**src/rtl/sw_debounce_pulse.sv**
```systemverilog
// Synchronizes and debounces a bus of raw switch/button levels. Each channel
// gets clean levels plus single-cycle rise/fall pulses usable as clock enables.
module sw_debounce_pulse #(
    parameter int WIDTH         = 10,
    parameter int CNT_W         = 16,
    parameter int STABLE_CYCLES = 50000
) (
    input  logic             clk,
    input  logic             rst,
    input  logic [WIDTH-1:0] sw_raw,
    output logic [WIDTH-1:0] sw_level,
    output logic [WIDTH-1:0] sw_rise,
    output logic [WIDTH-1:0] sw_fall,
    output logic             busy
);

    if (STABLE_CYCLES < 2 || longint'(STABLE_CYCLES) > ((64'd1 << CNT_W) - 64'd1)) begin : g_bad_stable
        $error("sw_debounce_pulse: STABLE_CYCLES out of range for CNT_W");
    end

    typedef enum logic [1:0] {
        S_LOW    = 2'd0,
        S_WAIT_H = 2'd1,
        S_HIGH   = 2'd2,
        S_WAIT_L = 2'd3
    } state_t;

    localparam logic [CNT_W-1:0] CNT_LAST = CNT_W'(STABLE_CYCLES - 1);
    localparam logic [CNT_W-1:0] CNT_ONE  = CNT_W'(1);

    // Per-channel FSM state and counter; state_q is the debug view of each FSM.
    state_t           state_q [WIDTH];
    state_t           state_d [WIDTH];
    logic [CNT_W-1:0] cnt_q   [WIDTH];
    logic [CNT_W-1:0] cnt_d   [WIDTH];

    logic [WIDTH-1:0] sync1;
    logic [WIDTH-1:0] sync2;
    logic [WIDTH-1:0] level_d;
    logic [WIDTH-1:0] rise_d;
    logic [WIDTH-1:0] fall_d;
    logic             busy_d;

    always_ff @(posedge clk) begin
        if (rst) begin
            sync1    <= '0;
            sync2    <= '0;
            sw_level <= '0;
            sw_rise  <= '0;
            sw_fall  <= '0;
            busy     <= 1'b0;
            for (int i = 0; i < WIDTH; i++) begin
                state_q[i] <= S_LOW;
                cnt_q[i]   <= '0;
            end
        end else begin
            sync1    <= sw_raw;
            sync2    <= sync1;
            sw_level <= level_d;
            sw_rise  <= rise_d;
            sw_fall  <= fall_d;
            busy     <= busy_d;
            for (int i = 0; i < WIDTH; i++) begin
                state_q[i] <= state_d[i];
                cnt_q[i]   <= cnt_d[i];
            end
        end
    end

    // Outputs are derived from the next state so they register alongside it.
    always_comb begin
        level_d = '0;
        rise_d  = '0;
        fall_d  = '0;
        busy_d  = 1'b0;
        for (int i = 0; i < WIDTH; i++) begin
            state_d[i] = state_q[i];
            cnt_d[i]   = cnt_q[i];
            case (state_q[i])
                S_LOW: begin
                    cnt_d[i] = '0;
                    if (sync2[i]) begin
                        state_d[i] = S_WAIT_H;
                        cnt_d[i]   = CNT_ONE;
                    end
                end
                S_WAIT_H: begin
                    if (!sync2[i]) begin
                        state_d[i] = S_LOW;
                        cnt_d[i]   = '0;
                    end else if (cnt_q[i] == CNT_LAST) begin
                        state_d[i] = S_HIGH;
                        cnt_d[i]   = '0;
                        rise_d[i]  = 1'b1;
                    end else begin
                        cnt_d[i] = cnt_q[i] + CNT_ONE;
                    end
                end
                S_HIGH: begin
                    if (!sync2[i]) begin
                        state_d[i] = S_WAIT_L;
                        cnt_d[i]   = CNT_ONE;
                    end
                end
                S_WAIT_L: begin
                    if (sync2[i]) begin
                        state_d[i] = S_HIGH;
                        cnt_d[i]   = '0;
                    end else if (cnt_q[i] == CNT_LAST) begin
                        state_d[i] = S_LOW;
                        cnt_d[i]   = '0;
                        fall_d[i]  = 1'b1;
                    end else begin
                        cnt_d[i] = cnt_q[i] + CNT_ONE;
                    end
                end
                default: begin
                    state_d[i] = S_LOW;
                    cnt_d[i]   = '0;
                end
            endcase
            level_d[i] = (state_d[i] == S_HIGH) || (state_d[i] == S_WAIT_L);
            busy_d     = busy_d || (state_d[i] == S_WAIT_H) || (state_d[i] == S_WAIT_L);
        end
    end

endmodule

```
**config.mk**
```make
export PLATFORM = sky130hd
export DESIGN_NAME = sw_debounce_pulse
export DESIGN_NICKNAME = d
export VERILOG_FILES = /design/src/rtl/sw_debounce_pulse.sv
export SDC_FILE = /design/constraint.sdc
export NUM_CORES = 1
export LEC_CHECK = 0
export ABC_AREA = 1
export CAP_MARGIN = 20
export CORE_ASPECT_RATIO = 2
export CORE_MARGIN = 3
export CORE_UTILIZATION = 45
export DETAILED_ROUTE_END_ITERATION = 8
export MAX_ROUTING_LAYER = met4
export PLACE_DENSITY = 0.72
export SLEW_MARGIN = 20
export SYNTH_ARGS = -nofsm -noshare
export SYNTH_HDL_FRONTEND = slang
export SYNTH_SLANG_ARGS = --single-unit
```
**constraint.sdc**
```tcl
create_clock -name clk -period 2.2 [get_ports clk]
set_clock_uncertainty 0.1 [all_clocks]
set_input_delay 0.55 -clock clk [delete_from_list [all_inputs] [get_ports clk]]
set_output_delay 0.55 -clock clk [all_outputs]
set_load 0.01 [all_outputs]
```
# After elaboration in Yosys (flattened, before gate mapping)
# Memories as Yosys holds them, arrays and structs flattened.
# Index checks and enable logic that the tools add are counted.
word_totals:
  register_bits: 51
  mem_bits_rw: 180
  in_bits: 12
  out_inout_bits: 31
  memories: 2
classes:
  addsub: 10
  eq_ne: 70
  mux: 163
  bitwise_logic: 50
  n_reduce_logical: 59
mem_list:
  columns: ["name", "words", "width", "rd", "rd_clocked_by_memory_dff", "wr", "line_no", "rtl"]
  rows:
  - ["cnt_q", 10, 16, 10, 0, 10, "34", "logic [CNT_W-1:0] cnt_q [WIDTH];"]
  - ["state_q", 10, 2, 10, 0, 10, "32", "state_t state_q [WIDTH];"]
op_table:
  columns: ["operator", "count"]
  rows:
  - ["2-to-1 mux 16 bit", 50]
  - ["one-hot mux 16 bit (4 select lines)", 10]
  - ["adder 16 x 1 -> 16 bit (second input constant)", 10]
  - ["== test 16 bit (second input constant)", 10]
  - ["2-to-1 mux 2 bit", 70]
  - ["== test 2 bit (second input constant)", 40]
  - ["one-hot mux 2 bit (4 select lines)", 10]
  - ["OR reduction 3 bit", 20]
  - ["== test 2 x 1 -> 1 bit (second input constant)", 20]
  - ["NOT 1 bit", 30]
  - ["logical OR 1 bit", 29]
  - ["2-to-1 mux 1 bit", 23]
  - ["logical NOT 2 bit", 10]
  - ["bitwise OR 1 bit", 20]

# Logic depth before layout (Yosys ltp)
# Gate-level depths: netlist of the first run.
# An unclocked memory read counts as a cell.
logic_depth:
  word_depth: 25
  depth_mapped: 13

# Least setup slack after synthesis of the first run
# OpenSTA, ideal clock, no wires.
synth_timing:
  path_kind: "reg2reg"
  start: "memory cnt_q[7][0]"
  end: "memory cnt_q[7][13]"
  setup_ns: 0.109
  arrival_time_ns: 1.372
  required_ns: 1.991
  path_slack_ns: 0.619
  stages_incl_launch_ff: 14
  n_path_buf: 1
  period_less_slack_ns: 1.581
  cell_sequence: "dfxtp_1 -> ha_1 -> nand2_1 -> inv_2 -> nand2_1 -> nor2_2 -> nand2_2 -> nand2_4 -> inv_2 -> buf_6 -> nand2_2 -> o211ai_1 -> nand2_1 -> inv_1"
synth_rtl:
  columns: ["element", "line_no"]
  rows:
  - ["start: declaration", "34"]

==> results of run 1 <==
==> sequential cells by signal (all words and copies together) (netlist names) <==
register and count:
busy 1, sw_rise 10, sync1 10, state_q 19, sw_level 9, cnt_q 160
sw_fall 10, sync2 10
==> synthesized netlist by cell type (3+ instances only) <==
master     count
inv_2         26
o22ai_1        9
nor3_2        12
buf_6          5
nor2_1       194
nand3_1       98
a211oi_1      10
o21bai_1       3
ha_1          10
o21ai_1       25
nor2_4         3
nor2_2        20
and3_1         5
o21ai_0       93
nor3_1        30
a21oi_1      144
dfxtp_1      229
o2bb2ai_1      3
a31oi_1        8
buf_2         14
nand2_1      438
nand4_1       35
clkbuf_1      21
inv_1        212
o211ai_1      17
nand2_2       13
buf_4          6
==> metrics by stage <==
| step | util | hold WS, ns | instance area [um2] |
|---|---|---|---|
| 2_1_floorplan | - | 0.2883 | 11400 |
| 3_3_place_gp | 0.4905 | 0.2908 | 12130 |
| 3_5_place_dp | 0.4905 | 0.3006 | 12130 |
| 4_1_cts | 0.5225 | 0.3073 | 12920 |
| 5_1_grt | 0.5225 | 0.3214 | 12920 |
| 6_report | 0.5225 | 0.3053 | 12920 |
==> metal layers <==
| metal | GRT usage | up-vias |
|---|---|---|
| li1 | - | 5619 |
| met1 | 0.1911 | 5087 |
| met2 | 0.3948 | 197 |
| met3 | 0.02076 | 67 |
| met4 | 0.09068 | 0 |
| met5 | - | - |
==> area by class of cell <==
type	instances	area, um2	share of cell area
Timing Repair Buffer	56	560.5	0.04338
Inverter	239	897.1	0.06943
Clock buffer	28	614.3	0.04755
Multi-Input combinational cell	1200	5673	0.4390
Clock inverter	14	176.4	0.01365
Sequential cell	229	4584	0.3548
Tap cell	332	415.4	0.03215
==> worst paths after layout <==
path / endpoint / slack (ns) / start / cells after the start
max reg2reg: busy / 0.30 / cnt_q[4][0] / 12
max: sw_level[5] / 0.05 / state_q[5][1] / 1
min reg2reg: sync2[7] / 0.31 / sync1[7] / 2
min: sync2[7] / 0.31 / sync1[7] / 2
==> logic make-up after synthesis <==
| group | after synthesis | synth area share |
|---|---|---|
| and+or+nand+nor | 859 | 0.3253 |
| AOI/OAI and AO/OA | 327 | 0.1581 |
| buffers and inverters | 285 | 0.1006 |
| DFF | 229 | 0.4020 |
| adders and majority gates | 10 | 0.01097 |
| xor gates and xnor gates | 4 | 0.003072 |
==> placed cells by master (no fill, tap or decap), types with 27 or more instances in the layout <==
cell type / count
nand2_1: 438
dfxtp_1: 229
inv_1: 211
nor2_1: 194
a21oi_1: 144
nand3_1: 98
o21ai_0: 93
clkdlybuf4s50_1: 41
nand4_1: 35
nor3_1: 30
inv_2: 27
==> power by group through the flow <==
stage               Combinational, mW  Sequential [mW]  Clock (mW)
floorplan                       0.114             4.28           0
global placement                0.182             4.29           0
detailed placement              0.184             4.29           0
CTS                             0.186             4.19        4.22
global route                    0.205             4.20        4.36
finish                          0.184             4.20        4.11
==> metrics.md, run 1 <==
| Metric | Value |
|---|---|
| IO Port Bufs | `42` |
| Largest stage delay, worst path | `0.58 ns` |
| Starting Density | `0.4612` |
| CTS Hold Bufs | `0` |
| ANT cells | `0` |
| Vias in the first global route | `10740` |
| Hold Path Class | `flip-flop to flip-flop` |
| Top-area cell type share of the netlist area | `0.4020` |
| Drt first pass iters | `5` |
| Sw power | `1.878 mW` |
| Maximum vdd drop | `0.6006 mV` |
| Register area share after synthesis | `0.4020` |
| CTS Buf Count | `23` |
| Post-Syn Instances | `1714` |
| Routed vias/inst | `5.229` |
| Logic pwr share | `0.022` |
| Worst EP required | `1.55 ns` |
| Initial antenna violation count | `0` |
| Async set-or-reset flop fraction in the synthesized netlist | `0` |
| Critical path data arrival time | `1.50 ns` |
| Root Buffer | `clkbuf_16` |
| Yosys warnings | `0` |
| # fillers | `2449` |
| # clock sinks | `229` |
| First-pass GRT wire length | `46.06 mm` |
| Die Wd | `118.6 um` |
| Sw Share | `0.2212` |
| Routability cong. | `0.9073` |
| Min cycle time layout | `2.147 ns` |
| Routed wire length on met3 | `815 um` |
| Io pins | `43` |
| Grt ovf | `0` |
| Setup_tns | `0 ns` |
| Nets | `1771` |
| Rel. slew slack | `0.6467` |
| Fin crit share | `0.9759` |
| Max-Cap Viols | `0` |
| Final setup fails | `0` |
| Power share of the sequential group | `0.494` |
| Detailed Route WL | `27.00 mm` |
| Outcome | `completed` |
| # DRC | `0` |
| Power Internal | `6.612 mW` |
| Core area | `0.02473 mm2` |
| Leak | `4.651 nW` |
| Non-Filler Instances | `2098` |
| Cell at the slowest stage of the critical path | `clkdlybuf4s50_1` |
| Initial drt markers | `460` |
| Pin count of the biggest net entering global routing | `104` |
| M1 wire length | `10.30 mm` |
| Worst Max-Slew Pin Slew | `0.5259 ns` |
| Synth area leaders | `dfxtp_1 (40%), nand2_1 (14%), inv_1 (7.0%)` |
| Max-slew violations | `0` |
| Max Freq | `465.8 MHz` |
| Seq cells post-synth | `229` |
| Cell variety after synth | `51` |
| Post-Synthesis Cell Area | `0.01140 mm2` |
| Vias | `10970` |
| Post-CTS sizing | `0` |
| Critical Path, Cell by Cell | `clkdlybuf4s50_1` |
| PD cells | `657.0 mW/mm2` |
| Post-synth EDFFs | `0` |
| Ratio of cells with drive above 1 in the final layout | `0.07701` |
| Worst setup margin | `0.05296 ns` |
| CTS max path bufs | `3` |
| H-Tree Level Count | `1` |
| Total Power | `8.489 mW` |
| Hpwl dp | `19.22 mm` |
| Average wire per standard cell | `12.87 um` |
| Worst-path clk slew | `0.07 ns` |
| # rows | `81` |
| Crit path max fanout | `3` |
| DP Worst Slack | `0.3099 ns` |
| Final hold vios | `0` |
| Placed cells | `2056` |
| Post-CTS Setup Bufs | `0` |
| Clk pwr share | `0.484` |
| Clock Latency Late Sink | `0.53 ns` |
| Top FF cell, synth | `dfxtp_1` |
| Critical Path End Type | `output pin` |
| DR top layer | `met4` |
| RSZ-0062 raised after global routing | `false` |
| Buffers & Inverters on Critical Path | `1` |
| CTS tree | `done` |
| Syn_area_per_cell | `6.654 um2` |
| Die area | `0.02741 mm2` |
| Layout Area Growth over Synthesis | `13.30%` |
| Syn nets | `1736` |
| Total global-route track usage | `0.2000` |
| Cell family with most CP delay | `buffers and inverters` |
| Cell taking the most area after synthesis | `dfxtp_1` |
| Setup CP Type | `flip-flop to output pin` |
| Met2 Wirelength | `14.97 mm` |
| Overall die height | `231.1 um` |
| CP startpoint kind | `flip-flop` |
| Antenna Nets Post-Route | `0` |
No activity file was read; power rests on OpenSTA's default activity.
==> run 2: changes to the inputs <==
Settings changed: ABC_CLOCK_PERIOD_IN_PS set to 2200, CTS_BUF_LIST set to sky130_fd_sc_hd__clkbuf_16.
==> run 2 against run 1 <==
Compared with the run above: critical path depth did not move; sequential cell count did not move; non-clock buffer count did not move; global-route usage barely moved; combinational power barely moved; cell count did not move.
==> metrics.md, run 2 (synthesis gave the netlist of run 1 again) <==
| Metric | Value |
|---|---|
| Worst Max-Slew Pin Slew | `0.5390 ns (was 0.5259 ns)` |
| DP Worst Slack | `0.3099 ns (unchanged)` |
| CTS Hold Bufs | `0 (unchanged)` |
| Layout Area Growth over Synthesis | `13.12% (was 13.30%)` |
| ANT cells | `0 (unchanged)` |
| IO Port Bufs | `42 (unchanged)` |
| Starting Density | `0.4612 (unchanged)` |
| Reg2reg setup slack | `0.28 ns (was 0.30 ns)` |
| Critical path data arrival time | `1.50 ns (about the same)` |
| Placed standard-cell area | `0.01213 mm2 (unchanged)` |
| Outcome | `completed (unchanged)` |
| Grt ovf | `0 (unchanged)` |
| Worst EP required | `1.55 ns (about the same)` |
| Commonest non-fill, non-tap cell in the layout | `nand2_1 (unchanged)` |
| Min cycle time layout | `2.146 ns (was 2.147 ns)` |
| Drt first pass iters | `6 (was 5)` |
| Critical Path End Type | `output pin (unchanged)` |
| Post-CTS sizing | `0 (unchanged)` |
| Worst setup margin | `0.05403 ns (was 0.05296 ns)` |
| Maximum vdd drop | `0.5992 mV (was 0.6006 mV)` |
| Total stage count of the critical path | `1 (unchanged)` |
| Initial antenna violation count | `0 (unchanged)` |
| Initial drt markers | `473 (was 460)` |
| Max-slew violations | `0 (unchanged)` |
| First-pass GRT wire length | `46.11 mm (was 46.06 mm)` |
| Nets | `1771 (unchanged)` |
| Die Wd | `118.6 um (unchanged)` |
| # fillers | `2451 (was 2449)` |
| Post-CTS Setup Bufs | `0 (unchanged)` |
| Crit path from | `state_q[5][1] (unchanged)` |
| Non-Filler Instances | `2098 (unchanged)` |
| Max-Cap Viols | `0 (unchanged)` |
| Placed cells | `2056 (unchanged)` |
| # clock sinks | `229 (unchanged)` |
| Overall die height | `231.1 um (unchanged)` |
| Leak | `4.652 nW (was 4.651 nW)` |
| Max FFs per register | `160 (unchanged)` |
| Critical Path, Cell by Cell | `clkdlybuf4s50_1 (unchanged)` |
| Io pins | `43 (unchanged)` |
| Reg-to-Reg Start | `cnt_q[7][0] (was cnt_q[4][0])` |
| Cell family with most CP delay | `buffers and inverters (unchanged)` |
| Largest regs | `cnt_q: 160 flops, state_q: 19 flops (unchanged)` |
| PD cells | `651.5 mW/mm2 (was 657.0 mW/mm2)` |
| Final Cell Area | `0.01290 mm2 (was 0.01292 mm2)` |
| Fin crit share | `0.9754 (was 0.9759)` |
| CTS Buf Count | `23 (unchanged)` |
| Worst-path clk slew | `0.07 ns (about the same)` |
| Average wire per standard cell | `12.85 um (was 12.87 um)` |
| CTS max path bufs | `3 (unchanged)` |
| RSZ-0062 raised after global routing | `false (unchanged)` |
| Core area | `0.02473 mm2 (unchanged)` |
| Hold path startpoint | `sync1[7] (unchanged)` |
| Hpwl dp | `19.22 mm (unchanged)` |
| Buffers & Inverters on Critical Path | `1 (unchanged)` |
| # rows | `81 (unchanged)` |
| Setup CP Type | `flip-flop to output pin (unchanged)` |
| Hold path cells | `2 (unchanged)` |
| Routed vias/inst | `5.225 (was 5.229)` |
| Cell at the slowest stage of the critical path | `clkdlybuf4s50_1 (unchanged)` |
| Antenna Nets Post-Route | `0 (unchanged)` |
| Total global-route track usage | `0.2002 (was 0.2000)` |
| Vias in the first global route | `10740 (unchanged)` |
| Routability cong. | `0.9073 (unchanged)` |
| Detailed Route WL | `26.95 mm (was 27.00 mm)` |
| Crit path max fanout | `3 (unchanged)` |
| # DRC | `0 (unchanged)` |
| Largest stage delay, worst path | `0.58 ns (about the same)` |
| Final hold vios | `0 (unchanged)` |
| Pin count of the biggest net entering global routing | `104 (unchanged)` |
| Root Buffer | `clkbuf_16 (unchanged)` |
| Largest Register | `cnt_q (unchanged)` |
| Max Freq | `466.0 MHz (was 465.8 MHz)` |
| Ratio of cells with drive above 1 in the final layout | `0.07588 (was 0.07701)` |
| Vias | `10960 (was 10970)` |
| H-Tree Level Count | `1 (unchanged)` |
| Final setup fails | `0 (unchanged)` |
| CP startpoint kind | `flip-flop (unchanged)` |
| Commonest cells after routing, fill and taps aside | `nand2_1 (438), dfxtp_1 (229), inv_1 (214), nor2_1 (194), a21oi_1 (144) (was nand2_1 (438), dfxtp_1 (229), inv_1 (211), nor2_1 (194), a21oi_1 (144))` |
| CTS tree | `done (unchanged)` |
| Worst Reg-to-Reg Cells | `12 (unchanged)` |
| Clock Latency Late Sink | `0.53 ns (about the same)` |
| Die area | `0.02741 mm2 (unchanged)` |
| Rel. slew slack | `0.6403 (was 0.6467)` |
| Hold Path Class | `flip-flop to flip-flop (unchanged)` |
| Setup_tns | `0 ns (unchanged)` |
[run 2: cell types whose count changed in the layout (fill, tap and decap cells not counted), sizes merged]
cell,change
clkbuf,-5
inv,+3
clkinv,+2
[run 2: path summary, 6_finish.rpt]
check           endpoint
max          sw_level[5]
min reg2reg     sync2[7]
max reg2reg         busy
min             sync2[7]
[run 2: area by class of cell]
class                           count  area [um2]  share of cell area
Clock buffer                       23       575.6             0.04461
Timing Repair Buffer               56       560.5             0.04345
Clock inverter                     19       195.2             0.01513
Sequential cell                   229        4584              0.3553
Tap cell                          332       415.4             0.03220
Inverter                          239       897.1             0.06954
Multi-Input combinational cell   1200        5673              0.4397
[run 2: where the power goes]
group | internal [mW] | total (mW) | leakage [nW] | switching, mW
Combinational | 0.0602 | 0.183 | 2.42 | 0.123
Clock | 2.29 | 4.03 | 0.385 | 1.73
Sequential | 4.17 | 4.20 | 1.85 | 0.0223
Total | 6.53 | 8.40 | 4.65 | 1.88
[run 2: layer usage]
| metal | vias up | part of all wire | track usage |
|---|---|---|---|
| li1 | 5623 | - | - |
| met2 | 204 | 0.55 | 0.3954 |
| met4 | 0 | 0.036 | 0.09068 |
| met3 | 72 | 0.031 | 0.02076 |
| met5 | - | 0 | - |
| met1 | 5063 | 0.38 | 0.1912 |
[run 2: worst reg2reg max path: cells and delay by family, from the launching register on]
| family | cells | cell delay (ns) |
|---|---|---|
| adders and majority gates | 1 | 0.19 |
| DFF | 1 | 0.38 |
| and+or+nand+nor | 9 | 1.05 |
| buffers and inverters | 2 | 0.10 |
[run 2: stage by stage]
step / hold slack (ns) / power [mW] / utilization
2_1_floorplan: 0.2883 / 4.398 / -
3_3_place_gp: 0.2908 / 4.471 / 0.4905
3_5_place_dp: 0.3006 / 4.473 / 0.4905
4_1_cts: 0.3073 / 8.517 / 0.5217
5_1_grt: 0.3215 / 8.672 / 0.5217
6_report: 0.3036 / 8.405 / 0.5217
==> run 3: changes to the inputs <==
Settings changed: RECOVER_POWER set to 25.
==> run 3 against run 2 <==
Compared with the run above: clock power about the same; cell area is 0.34% lower; sequential share of layout area is 0.12 points higher; first-iteration DRC count rose by 9.7%; global-route usage unchanged; critical path depth stayed put; die area unchanged; cell count stayed put; critical path type unchanged; largest power group unchanged.
==> metrics.md, run 3 (synthesis gave the netlist of run 1 again) <==
| Metric | Value |
|---|---|
| CTS Hold Bufs | `0 (unchanged)` |
| Max Freq | `466.0 MHz (about the same)` |
| Nets | `1771 (unchanged)` |
| PD cells | `653.2 mW/mm2 (was 651.5 mW/mm2)` |
| Pin count of the biggest net entering global routing | `104 (unchanged)` |
| Max-slew violations | `0 (unchanged)` |
| RSZ-0062 raised after global routing | `false (unchanged)` |
| Setup_tns | `0 ns (unchanged)` |
| Io pins | `43 (unchanged)` |
| Min cycle time layout | `2.146 ns (about the same)` |
| Vias | `10980 (was 10960)` |
| Initial antenna violation count | `0 (unchanged)` |
| Detailed Route WL | `26.93 mm (was 26.95 mm)` |
| Worst Max-Slew Pin Slew | `1.282 ns (was 0.5390 ns)` |
| Final hold vios | `0 (unchanged)` |
| Worst-path clk slew | `0.07 ns (about the same)` |
| Root Buffer | `clkbuf_16 (unchanged)` |
| Fin crit share | `0.9754 (about the same)` |
| Outcome | `completed (unchanged)` |
| Buffers & Inverters on Critical Path | `1 (unchanged)` |
| Setup CP Type | `flip-flop to output pin (unchanged)` |
| H-Tree Level Count | `1 (unchanged)` |
| Largest Register | `cnt_q (unchanged)` |
| Commonest cells after routing, fill and taps aside | `nand2_1 (442), dfxtp_1 (229), inv_1 (218), nor2_1 (197), a21oi_1 (144) (was nand2_1 (438), dfxtp_1 (229), inv_1 (214), nor2_1 (194), a21oi_1 (144))` |
| Hpwl dp | `19.22 mm (unchanged)` |
| Max-Cap Viols | `0 (unchanged)` |
| Die Wd | `118.6 um (unchanged)` |
| Ratio of cells with drive above 1 in the final layout | `0.06852 (was 0.07588)` |
| Rel. slew slack | `0.1454 (was 0.6403)` |
| Non-Filler Instances | `2098 (unchanged)` |
| Layout Area Growth over Synthesis | `12.74% (was 13.12%)` |
| Grt ovf | `0 (unchanged)` |
| CTS tree | `done (unchanged)` |
| CP startpoint kind | `flip-flop (unchanged)` |
| Vias in the first global route | `10740 (unchanged)` |
| Maximum vdd drop | `0.6012 mV (was 0.5992 mV)` |
| # DRC | `0 (unchanged)` |
| Routability cong. | `0.9073 (unchanged)` |
| Max FFs per register | `160 (unchanged)` |
| Core area | `0.02473 mm2 (unchanged)` |
| Crit path from | `state_q[5][1] (unchanged)` |
| First-pass GRT wire length | `46.11 mm (unchanged)` |
| Clock Latency Late Sink | `0.53 ns (about the same)` |
| Leak | `4.650 nW (was 4.652 nW)` |
| Critical Path End Type | `output pin (unchanged)` |
| ANT cells | `0 (unchanged)` |
| Reg2reg setup slack | `0.18 ns (was 0.28 ns)` |
| Critical Path, Cell by Cell | `clkdlybuf4s50_1 (unchanged)` |
| Die area | `0.02741 mm2 (unchanged)` |
| Final setup fails | `0 (unchanged)` |
| Starting Density | `0.4612 (unchanged)` |
| Average wire per standard cell | `12.84 um (was 12.85 um)` |
| Worst setup path end | `sw_level[5] (unchanged)` |
| Initial drt markers | `519 (was 473)` |
| CTS Buf Count | `23 (unchanged)` |
| Post-CTS sizing | `0 (unchanged)` |
| Worst Reg-to-Reg Cells | `11 (was 12)` |
| Overall die height | `231.1 um (unchanged)` |
| Largest regs | `cnt_q: 160 flops, state_q: 19 flops (unchanged)` |
| Worst EP required | `1.55 ns (about the same)` |
| # rows | `81 (unchanged)` |
| Drt first pass iters | `5 (was 6)` |
| Critical path data arrival time | `1.50 ns (about the same)` |
| Cell at the slowest stage of the critical path | `clkdlybuf4s50_1 (unchanged)` |
| Placed cells | `2056 (unchanged)` |
| Crit path max fanout | `3 (unchanged)` |
| # fillers | `2462 (was 2451)` |
| Total global-route track usage | `0.2002 (unchanged)` |
| Reg2reg end | `cnt_q[5][14] (was busy)` |
| IO Port Bufs | `42 (unchanged)` |
| Total stage count of the critical path | `1 (unchanged)` |
| Commonest non-fill, non-tap cell in the layout | `nand2_1 (unchanged)` |
| Cell family with most CP delay | `buffers and inverters (unchanged)` |
| Largest stage delay, worst path | `0.58 ns (about the same)` |
| Antenna Nets Post-Route | `0 (unchanged)` |
| Post-CTS Setup Bufs | `0 (unchanged)` |
| # clock sinks | `229 (unchanged)` |
| CTS max path bufs | `3 (unchanged)` |
| Reg-to-Reg Start | `cnt_q[5][0] (was cnt_q[7][0])` |
| Routed vias/inst | `5.235 (was 5.225)` |
| Hold Path Class | `flip-flop to flip-flop (unchanged)` |
run 3: routing by layer:
layer / part of all wire / vias up / global-route usage
met2: 0.55 / 206 / 0.3954
met3: 0.032 / 76 / 0.02076
li1: - / 5623 / -
met5: 0 / - / -
met4: 0.037 / 0 / 0.09068
met1: 0.38 / 5079 / 0.1912
run 3: worst min path at each step:
stage               end      from  depth (start not counted)
3_3_place_gp   sync2[6]  sync1[6]                          2
4_1_cts        sync2[7]  sync1[7]                          2
6_report       sync2[7]  sync1[7]                          2
3_5_place_dp   sync2[9]  sync1[9]                          2
5_1_grt        sync2[9]  sync1[9]                          2
2_1_floorplan  sync2[0]  sync1[0]                          2
run 3: area by class of cell:
cell class              count  area, um2  area share
clock buffers              23      575.6     0.04476
flip-flops and latches    229       4584      0.3566
repair buffers             56      544.3     0.04233
clock inverters            19      195.2     0.01518
inverters                 239      897.1     0.06977
well taps                 332      415.4     0.03231
multi-input cells        1200       5645      0.4391
run 3: power breakdown:
part | internal [mW] | leakage (nW) | total, mW | switching (mW)
Combinational | 0.0569 | 2.41 | 0.179 | 0.122
Clock | 2.29 | 0.385 | 4.02 | 1.73
Sequential | 4.17 | 1.85 | 4.20 | 0.0224
Total | 6.52 | 4.65 | 8.40 | 1.87
run 3: metrics by stage:
| step | setup WS (ns) | util | power [mW] | hold slack [ns] | instance area (um2) |
|---|---|---|---|---|---|
| 2_1_floorplan | 0.6194 | - | 4.398 | 0.2883 | 11400 |
| 3_3_place_gp | 0.3311 | 0.4905 | 4.471 | 0.2908 | 12130 |
| 3_5_place_dp | 0.3099 | 0.4905 | 4.473 | 0.3006 | 12130 |
| 4_1_cts | 0.02899 | 0.5217 | 8.517 | 0.3073 | 12900 |
| 5_1_grt | 0.003199 | 0.5199 | 8.669 | 0.3215 | 12860 |
| 6_report | 0.05419 | 0.5199 | 8.398 | 0.3053 | 12860 |
